[src/rtl/fifo_rd_pkg.sv]
// Shared encodings for the FIFO read-side stream adapter.
// Optional counter width is used only when FIFO_RD_CNT_EN is defined.
package fifo_rd_pkg;

    localparam logic [1:0] ST_EMPTY = 2'd0;
    localparam logic [1:0] ST_ONE   = 2'd1;
    localparam logic [1:0] ST_TWO   = 2'd2;

    localparam int RCOUNT_W = 16;

    typedef enum logic [1:0] {
        CNT_EMPTY = ST_EMPTY,
        CNT_ONE   = ST_ONE,
        CNT_TWO   = ST_TWO
    } cnt_t;

endpackage

[src/rtl/fifo_rd_stream_if.sv]
// Valid/ready stream carrying words popped from the dual-clock FIFO.
interface fifo_rd_stream_if #(
    parameter int DSIZE = 8
);

    logic [DSIZE-1:0] m_data;
    logic             m_valid;
    logic             m_ready;

    modport master (output m_data, output m_valid, input m_ready);
    modport slave  (input m_data, input m_valid, output m_ready);

endinterface

[src/rtl/fifo_rd_skid.sv]
// Two-entry output buffer: out_q is the presented word, skid_q catches the
// word already popped when the consumer stalls.
//
//   state     | meaning
//   ----------+---------------------------------------------
//   CNT_EMPTY | nothing buffered, m_valid low
//   CNT_ONE   | out_q holds the presented word
//   CNT_TWO   | out_q presented, skid_q holds the next word
module fifo_rd_skid
    import fifo_rd_pkg::*;
#(
    parameter int DSIZE = 8
) (
    input  logic             rclk,
    input  logic             rrst,
    input  logic             pop,
    input  logic             deq,
    input  logic [DSIZE-1:0] rdata,
    output logic [DSIZE-1:0] out_q,
    output cnt_t             cnt
);

    logic [DSIZE-1:0] skid_q;

    always_ff @(posedge rclk or posedge rrst) begin
        if (rrst) begin
            cnt    <= CNT_EMPTY;
            out_q  <= '0;
            skid_q <= '0;
        end else begin
            case (cnt)
                CNT_EMPTY: begin
                    if (pop) begin
                        out_q <= rdata;
                        cnt   <= CNT_ONE;
                    end
                end
                CNT_ONE: begin
                    // out_q keeps its old word when draining to empty
                    if (deq && pop) begin
                        out_q <= rdata;
                    end else if (deq) begin
                        cnt <= CNT_EMPTY;
                    end else if (pop) begin
                        skid_q <= rdata;
                        cnt    <= CNT_TWO;
                    end
                end
                CNT_TWO: begin
                    if (deq) begin
                        out_q <= skid_q;
                        cnt   <= CNT_ONE;
                    end
                end
                default: cnt <= CNT_EMPTY;
            endcase
        end
    end

endmodule

[src/rtl/fifo_rd_stream.sv]
// FIFO read-side consumer: pops the show-ahead FIFO head and presents it as
// a registered valid/ready stream. FIFO_RD_CNT_EN adds the rcount port.
module fifo_rd_stream
    import fifo_rd_pkg::*;
#(
    parameter int DSIZE = 8
) (
    input  logic             rclk,
    input  logic             rrst,
    input  logic             rempty,
    input  logic [DSIZE-1:0] rdata,
    output logic             rinc,
    fifo_rd_stream_if.master m
`ifdef FIFO_RD_CNT_EN
    ,
    output logic [RCOUNT_W-1:0] rcount
`endif
);

    cnt_t             cnt;
    logic [DSIZE-1:0] out_q;
    logic             deq;

    // Pop depends only on registered occupancy, never on m_ready.
    assign rinc      = !rrst && !rempty && (cnt != CNT_TWO);
    assign m.m_valid = (cnt != CNT_EMPTY);
    assign m.m_data  = out_q;
    assign deq       = m.m_valid && m.m_ready;

    fifo_rd_skid #(
        .DSIZE(DSIZE)
    ) u_skid (
        .rclk  (rclk),
        .rrst  (rrst),
        .pop   (rinc),
        .deq   (deq),
        .rdata (rdata),
        .out_q (out_q),
        .cnt   (cnt)
    );

`ifdef FIFO_RD_CNT_EN
    always_ff @(posedge rclk or posedge rrst) begin
        if (rrst) begin
            rcount <= '0;
        end else if (deq) begin
            rcount <= rcount + 1'b1;
        end
    end
`endif

endmodule
[src/flat_wrapper.sv]
// flat-port wrapper written by rule: the top's interface ports become plain ports
module fifo_rd_stream_flat import fifo_rd_pkg::*;
#(
    parameter int DSIZE = 8
)
  (rclk, rrst, rempty, rdata, rinc, m_m_data, m_m_valid, m_m_ready);
  fifo_rd_stream_if #(.DSIZE(DSIZE)) m_i ();
  input  logic rclk;
  input  logic rrst;
  input  logic rempty;
  input  logic [DSIZE-1:0] rdata;
  output logic rinc;
  output wire logic [$bits(m_i.m_data)-1:0] m_m_data;
  output wire logic [$bits(m_i.m_valid)-1:0] m_m_valid;
  input wire logic [$bits(m_i.m_ready)-1:0] m_m_ready;
  assign m_m_data = m_i.m_data;
  assign m_m_valid = m_i.m_valid;
  assign m_i.m_ready = m_m_ready;
  fifo_rd_stream #(.DSIZE(DSIZE)) u_core (.rclk(rclk), .rrst(rrst), .rempty(rempty), .rdata(rdata), .rinc(rinc), .m(m_i));
endmodule
[config.mk]
export PLATFORM = sky130hd
export DESIGN_NAME = fifo_rd_stream_flat
export DESIGN_NICKNAME = d
export VERILOG_FILES = /design/src/rtl/fifo_rd_pkg.sv /design/src/rtl/fifo_rd_stream_if.sv /design/src/rtl/fifo_rd_skid.sv /design/src/rtl/fifo_rd_stream.sv /design/src/flat_wrapper.sv
export SDC_FILE = /design/constraint.sdc
export NUM_CORES = 1
export LEC_CHECK = 0
export CORE_MARGIN = 2
export CORE_UTILIZATION = 30
export DETAILED_ROUTE_END_ITERATION = 7
export PLACE_DENSITY = 0.56
export REMOVE_ABC_BUFFERS = 1
export SYNTH_ARGS = -nofsm -noshare
export SYNTH_HDL_FRONTEND = slang
export SYNTH_SLANG_ARGS = --single-unit
[constraint.sdc]
create_clock -name rclk -period 1.9 [get_ports rclk]
set_input_delay 0.19 -clock rclk [delete_from_list [all_inputs] [get_ports rclk]]
set_output_delay 0.19 -clock rclk [all_outputs]
set_load 0.005 [all_outputs]
==> After elaboration in Yosys (flattened, before gate mapping) <==
Index checks and enable logic that the tools add are counted.
{ "totals": {"in_bits": 12, "register_bits": 18, "out_inout_bits": 10, "elab_cells": 35} }
{ "classes": {"n_bitwise": 2, "mux": 10, "eq_ne": 8, "reduce_logical": 12} }
{ "ops": {"columns": ["op", "n"], "rows": [
  ["two-way mux 8 bit", 3],
  ["case mux 8 bit (3 select lines)", 1],
  ["AND reduction 4 bit", 3],
  ["two-way mux 2 bit", 5],
  ["!= test 2 bit (second input constant)", 5],
  ["case mux 2 bit (3 select lines)", 1],
  ["logical AND 1 bit", 4],
  ["!= test 3 bit (second input constant)", 1],
  ["nonzero test 3 bit", 1],
  ["equality test 2 x 1 -> 1 bit (second input constant)", 1],
  ["equality test 2 bit (second input constant)", 1],
  ["zero test 1 bit", 2],
  ["zero test 2 bit", 1],
  ["inverter 1 bit", 2],
  ["nonzero test 2 bit", 1]
]} }

==> Longest topological paths before layout <==
{ "logic_depth": {"depth_word": 7, "depth_mapped": 5, "ltp_nobuf": 3} }

==> Hierarchy <==
Synthesis repeated with hierarchy kept, for this count alone.
{ "hier_totals": {"cells_unflattened": 58, "hier_area_um2": 864.6} }
{ "by_module_without_submodules": {"columns": ["mod", "cells_per_inst", "seq_area_each_um2", "n_inst", "area_each_um2"], "rows": [
  ["fifo_rd_skid", 54, 450.4, 1, 835.8],
  ["fifo_rd_stream", 4, 0.0, 1, 28.8]
]} }

==> Least setup slack after synthesis <==
Ideal clock, no wire load.
{ "synth_path": {"path_kind": "register to register", "start": "reg u_core.u_skid.cnt[1]", "end": "reg u_core.u_skid.out_q[0]", "stages_incl_launch_ff": 6, "t_required_ps": 1775, "arrival_time_ps": 1382, "setup_time_ps": 125, "setup_slack_ps": 393, "period_less_slack_ps": 1507, "n_path_buf": 2, "cell_sequence": "dfrtp_1 -> nor2b_1 -> buf_6 -> a211o_1 -> buf_6 -> mux2_4"} }
{ "synth_via": {"elab_chain_len": 5, "word_cells_on_any_way": 14, "cone_classes": "6 x eq/ne; 1 x mux; 7 x reduce/logical"} }
{ "synth_rtl": {"columns": ["element", "line_no", "text"], "rows": [
  ["start, declared", "fifo_rd_skid.sv:20", "output cnt_t cnt"],
  ["start signal, assigned", "fifo_rd_skid.sv:27", "cnt <= CNT_EMPTY;"],
  ["start signal, assigned", "fifo_rd_skid.sv:35", "cnt <= CNT_ONE;"],
  ["start signal, assigned", "fifo_rd_skid.sv:43", "cnt <= CNT_EMPTY;"],
  ["!= test 2 bit / nonzero test 2 bit (equally long branches)", "fifo_rd_stream.sv:25, fifo_rd_stream.sv:26", null],
  ["logical AND 1 bit, on equally long branches", "fifo_rd_stream.sv:25, fifo_rd_stream.sv:28", null],
  ["logical AND 1 bit", "fifo_rd_skid.sv:40", "if (deq && pop) begin"],
  ["!= test 2 bit (no line)", null, null],
  ["AND reduction 4 bit (no line)", null, null],
  ["end signal, assigned", "fifo_rd_skid.sv:34", "out_q <= rdata;"],
  ["end signal, assigned", "fifo_rd_skid.sv:41", "out_q <= rdata;"],
  ["end signal, assigned", "fifo_rd_skid.sv:51", "out_q <= skid_q;"],
  ["end, declared", "fifo_rd_skid.sv:19", "output logic [DSIZE-1:0] out_q,"]
]} }
Several ways; a longest one is shown, not always the timed one.
A chain may end at the register's enable or synchronous reset.

==> Worst setup path in the final report <==
{ "layout_path": {"start": "reg u_core.u_skid.cnt[1]", "end": "out rinc"} }
{ "layout_via": {"elab_chain_len": 2} }
{ "layout_rtl": {"columns": ["element", "line_no", "text"], "rows": [
  ["!= test 2 bit", "fifo_rd_stream.sv:25", "assign rinc = !rrst && !rempty && (cnt != CNT_TWO);"],
  ["logical AND 1 bit", "fifo_rd_stream.sv:25", null],
  ["end, declared", "flat_wrapper.sv:12", "output logic rinc;"]
]} }
Every way passes these cells.

==> impl_metrics.json <==
{
  "maxSlewViolCount": 0,
  "post-place-cells": 115,
  "syn_inst": 61,
  "initial_cell_density_of_the_core_pct": 31.7,
  "cts_tree": "built",
  "reg_to_reg_start": "u_core.u_skid.cnt[1]$_DFFE_PP0P_",
  "yosys_register_bits": 18,
  "yosysSeqAreaShare_pct": 51.6,
  "ff2ff_path_depth": 4,
  "yosys.area.top_type": "sky130_fd_sc_hd__dfrtp_1",
  "antenna_cells": 0,
  "yosys-top-cells-count": "18 x sky130_fd_sc_hd__dfrtp_1, 16 x sky130_fd_sc_hd__mux2_2, 8 x sky130_fd_sc_hd__mux2_4",
  "drcViolationCount": 0,
  "grt_setup_unrepaired": "false",
  "drt-pass1-iter-count": 4,
  "yosysMostFrequentCell": "sky130_fd_sc_hd__dfrtp_1",
  "timing.clock.skew_ns": 0.00378,
  "maximum_vdd_ir_drop_v": 0.000592,
  "via_total_after_detailed_routing": 577,
  "worstSetupStartpointType": "register",
  "power.density_cell_area_nw_per_um2": 1010,
  "run_status": "complete, no violations",
  "synth.top_cells.by_area": "sky130_fd_sc_hd__dfrtp_1 52%, sky130_fd_sc_hd__mux2_2 21%, sky130_fd_sc_hd__mux2_4 14%",
  "power_frac_seq_pct": 48.2,
  "drive_above_1_share_pct": 38.2,
  "net-switching-power_mw": 0.286,
  "worstMarginPinSlew_ns": 0.395,
  "htree_levels": 1,
  "synth-warning-count": 0,
  "die_y_um": 58.0,
  "grt_first_pass_wirelength_um": 2730,
  "intPower_mw": 0.900,
  "gp_congestion": 0.764,
  "drt-wirelength-per-cell_um": 12.8,
  "totalWireLength_um": 1540,
  "number_of_global_route_vias_before_repair": 567,
  "final_cell_count_no_fill": 120,
  "synth_top_area_share_pct": 51.6,
  "synth_area_um2": 873,
  "post-route-period-util_pct": 92.5,
  "crit_path_max_fanout": 6,
  "class_of_the_most_critical_setup_path": "reg2out",
  "grt_max_degree": 19,
  "cts_made_buffers": 3,
  "cts_root_buffer": "sky130_fd_sc_hd__clkbuf_4",
  "dieArea_um2": 3360,
  "achievable-frequency_mhz": 569,
  "boundaryPins": 22,
  "syn_avg_cell_area_um2": 14.3,
  "number_of_antenna_violating_nets_in_the_routed_design": 0,
  "die_w_um": 58.0,
  "finalHoldViolations": 0,
  "required_ns": 1.71,
  "worst_case_clock_buffer_depth": 2,
  "clk_latency_ns": 0.29,
  "max-slew-margin-rel_pct": 73.6,
  "drt-initial-drc-count": 32,
  "timing.setup.tns_ns": 0,
  "viasPerCell": 4.81,
  "finalWorstPathRequiredPeriod_ns": 1.76,
  "switching_share_pct": 24.1,
  "io_buffer_count": 21,
  "worstPathArrival_ns": 1.57,
  "rrSetupSlack_ns": 0.30,
  "yosysUniqueCellTypes": 17,
  "clk_pin_slew_ns": 0.10,
  "proportion_of_power_drawn_by_the_clock_network_pct": 19.8,
  "drv.max_cap_violation_count": 0,
  "power.share.combinational_pct": 32.0,
  "design.core.area_um2": 2760,
  "cts_sinks": 18,
  "hold_path_class": "in2async",
  "synth_enable_flop_cells": 0,
  "worst_r2r_endpoint": "u_core.u_skid.out_q[4]$_DFFE_PP0P_",
  "placement_rows": 19,
  "post_dp_cell_area_um2": 1130,
  "finish.instance_area_um2": 1170,
  "postSynth.asyncResetShare_pct": 100,
  "grt-ovfl-total": 0,
  "synth_ff_type": "sky130_fd_sc_hd__dfrtp_1",
  "groute.usage.overall_pct": 10.9,
  "synthToLayoutAreaGrowth_pct": 34.4,
  "worstSetupEndpointType": "output pin",
  "antenna_violations_before_repair": 0,
  "hpwlAfterDp_um": 1100,
  "design.final.nets": 102,
  "power_leakage_nw": 0.514,
  "setup_violations": 0
}
## power by group through the flow
stage	Sequential (mW)	Clock, mW	Combinational [mW]
after floorplan	0.571	0	0.199
after global placement	0.578	0	0.378
after detailed placement	0.577	0	0.384
after CTS	0.572	0.241	0.385
after global routing	0.591	0.271	0.416
final	0.572	0.234	0.380
## state kept, by name, indices dropped and copies added (netlist names)
register,count
u_core.u_skid.out_q,8
u_core.u_skid.cnt,2
u_core.u_skid.skid_q,8
## how the worst max path moves through the flow
| stage | start | endpoint | cells after the start |
|---|---|---|---|
| final | u_core.u_skid.cnt[1]$_DFFE_PP0P_ | rinc | 3 |
| after detailed placement | rempty | u_core.u_skid.out_q[7]$_DFFE_PP0P_ | 5 |
| after global placement | rempty | u_core.u_skid.out_q[6]$_DFFE_PP0P_ | 5 |
| after global routing | u_core.u_skid.cnt[1]$_DFFE_PP0P_ | rinc | 3 |
| after floorplan | u_core.u_skid.cnt[1]$_DFFE_PP0P_ | u_core.u_skid.out_q[0]$_DFFE_PP0P_ | 3 |
| after CTS | u_core.u_skid.cnt[1]$_DFFE_PP0P_ | rinc | 3 |
## layer usage
metal	vias to the layer above	track usage, %	part of all wire, %
li1	276	-	-
met1	280	16.7	51
met2	19	13.5	42
met3	2	2.46	5.5
met4	0	6.98	1.1
met5	-	0	0
## layout by cell type (no fill, tap or decap)
cell / synthesis / final
sky130_fd_sc_hd__a211o_1: 1 / 1
sky130_fd_sc_hd__a21oi_1: 2 / 2
sky130_fd_sc_hd__buf_4: 0 / 5
sky130_fd_sc_hd__clkbuf_4: 0 / 3
sky130_fd_sc_hd__clkbuf_8: 0 / 1
sky130_fd_sc_hd__clkdlybuf4s50_1: 0 / 21
sky130_fd_sc_hd__dfrtp_1: 18 / 18
sky130_fd_sc_hd__inv_1: 1 / 1
sky130_fd_sc_hd__mux2_2: 16 / 16
sky130_fd_sc_hd__mux2_4: 8 / 8
sky130_fd_sc_hd__mux2i_1: 1 / 1
sky130_fd_sc_hd__nand2_1: 1 / 1
sky130_fd_sc_hd__nor2_1: 2 / 2
sky130_fd_sc_hd__nor2b_1: 2 / 2
sky130_fd_sc_hd__nor3_1: 2 / 2
sky130_fd_sc_hd__nor4_1: 1 / 1
sky130_fd_sc_hd__nor4b_1: 1 / 1
sky130_fd_sc_hd__o21ai_0: 1 / 1
sky130_fd_sc_hd__or2_2: 1 / 1
sky130_fd_sc_hd__or2b_1: 1 / 1
## critical path, stage by stage (launching register included)
cell                              delay [ns]
sky130_fd_sc_hd__dfrtp_1                0.43
sky130_fd_sc_hd__nor2b_1                0.19
sky130_fd_sc_hd__nor3_1                 0.13
sky130_fd_sc_hd__clkdlybuf4s50_1        0.52
## timing repair
| action | 4_1_cts | 5_1_grt |
|---|---|---|
| setup endpoints to repair | 0 | 1 |
| endpoints found under the hold margin | 0 | 0 |
| gates resized for setup | 0 | 0 |
| hold buffers | 0 | 0 |
| buffers inserted | 0 | 1 |
## layout make-up
class | instances | area (um^2)
multi-input combinational | 40 | 397
timing repair buffer | 26 | 248
tap | 31 | 38.8
inverter | 1 | 3.75
clock buffer | 4 | 36.3
fill | 285 | 1580
sequential | 18 | 450
## cell families (layout without fill, tap and decap cells)
logic type	after synthesis	count (layout)	synth area share, %
AO/OA/AOI/OAI	4	4	2.72
buffers and inverters	3	31	3.01
flip-flops	18	18	51.6
multiplexers	25	25	35.5
AND/OR/NAND/NOR	11	11	7.16
## per-stage QoR
| stage | setup WS (ns) | power, mW | hold slack, ns | util, % |
|---|---|---|---|---|
| floorplan | 0.282 | 0.770 | 0.129 | - |
| global placement | 0.147 | 0.957 | 0.483 | 41.0 |
| detailed placement | 0.135 | 0.961 | 0.492 | 41.0 |
| CTS | 0.117 | 1.20 | 0.362 | 42.3 |
| global route | 0.0128 | 1.28 | 0.407 | 42.6 |
| finish | 0.142 | 1.19 | 0.359 | 42.6 |
(Power assumes the default switching activity.)
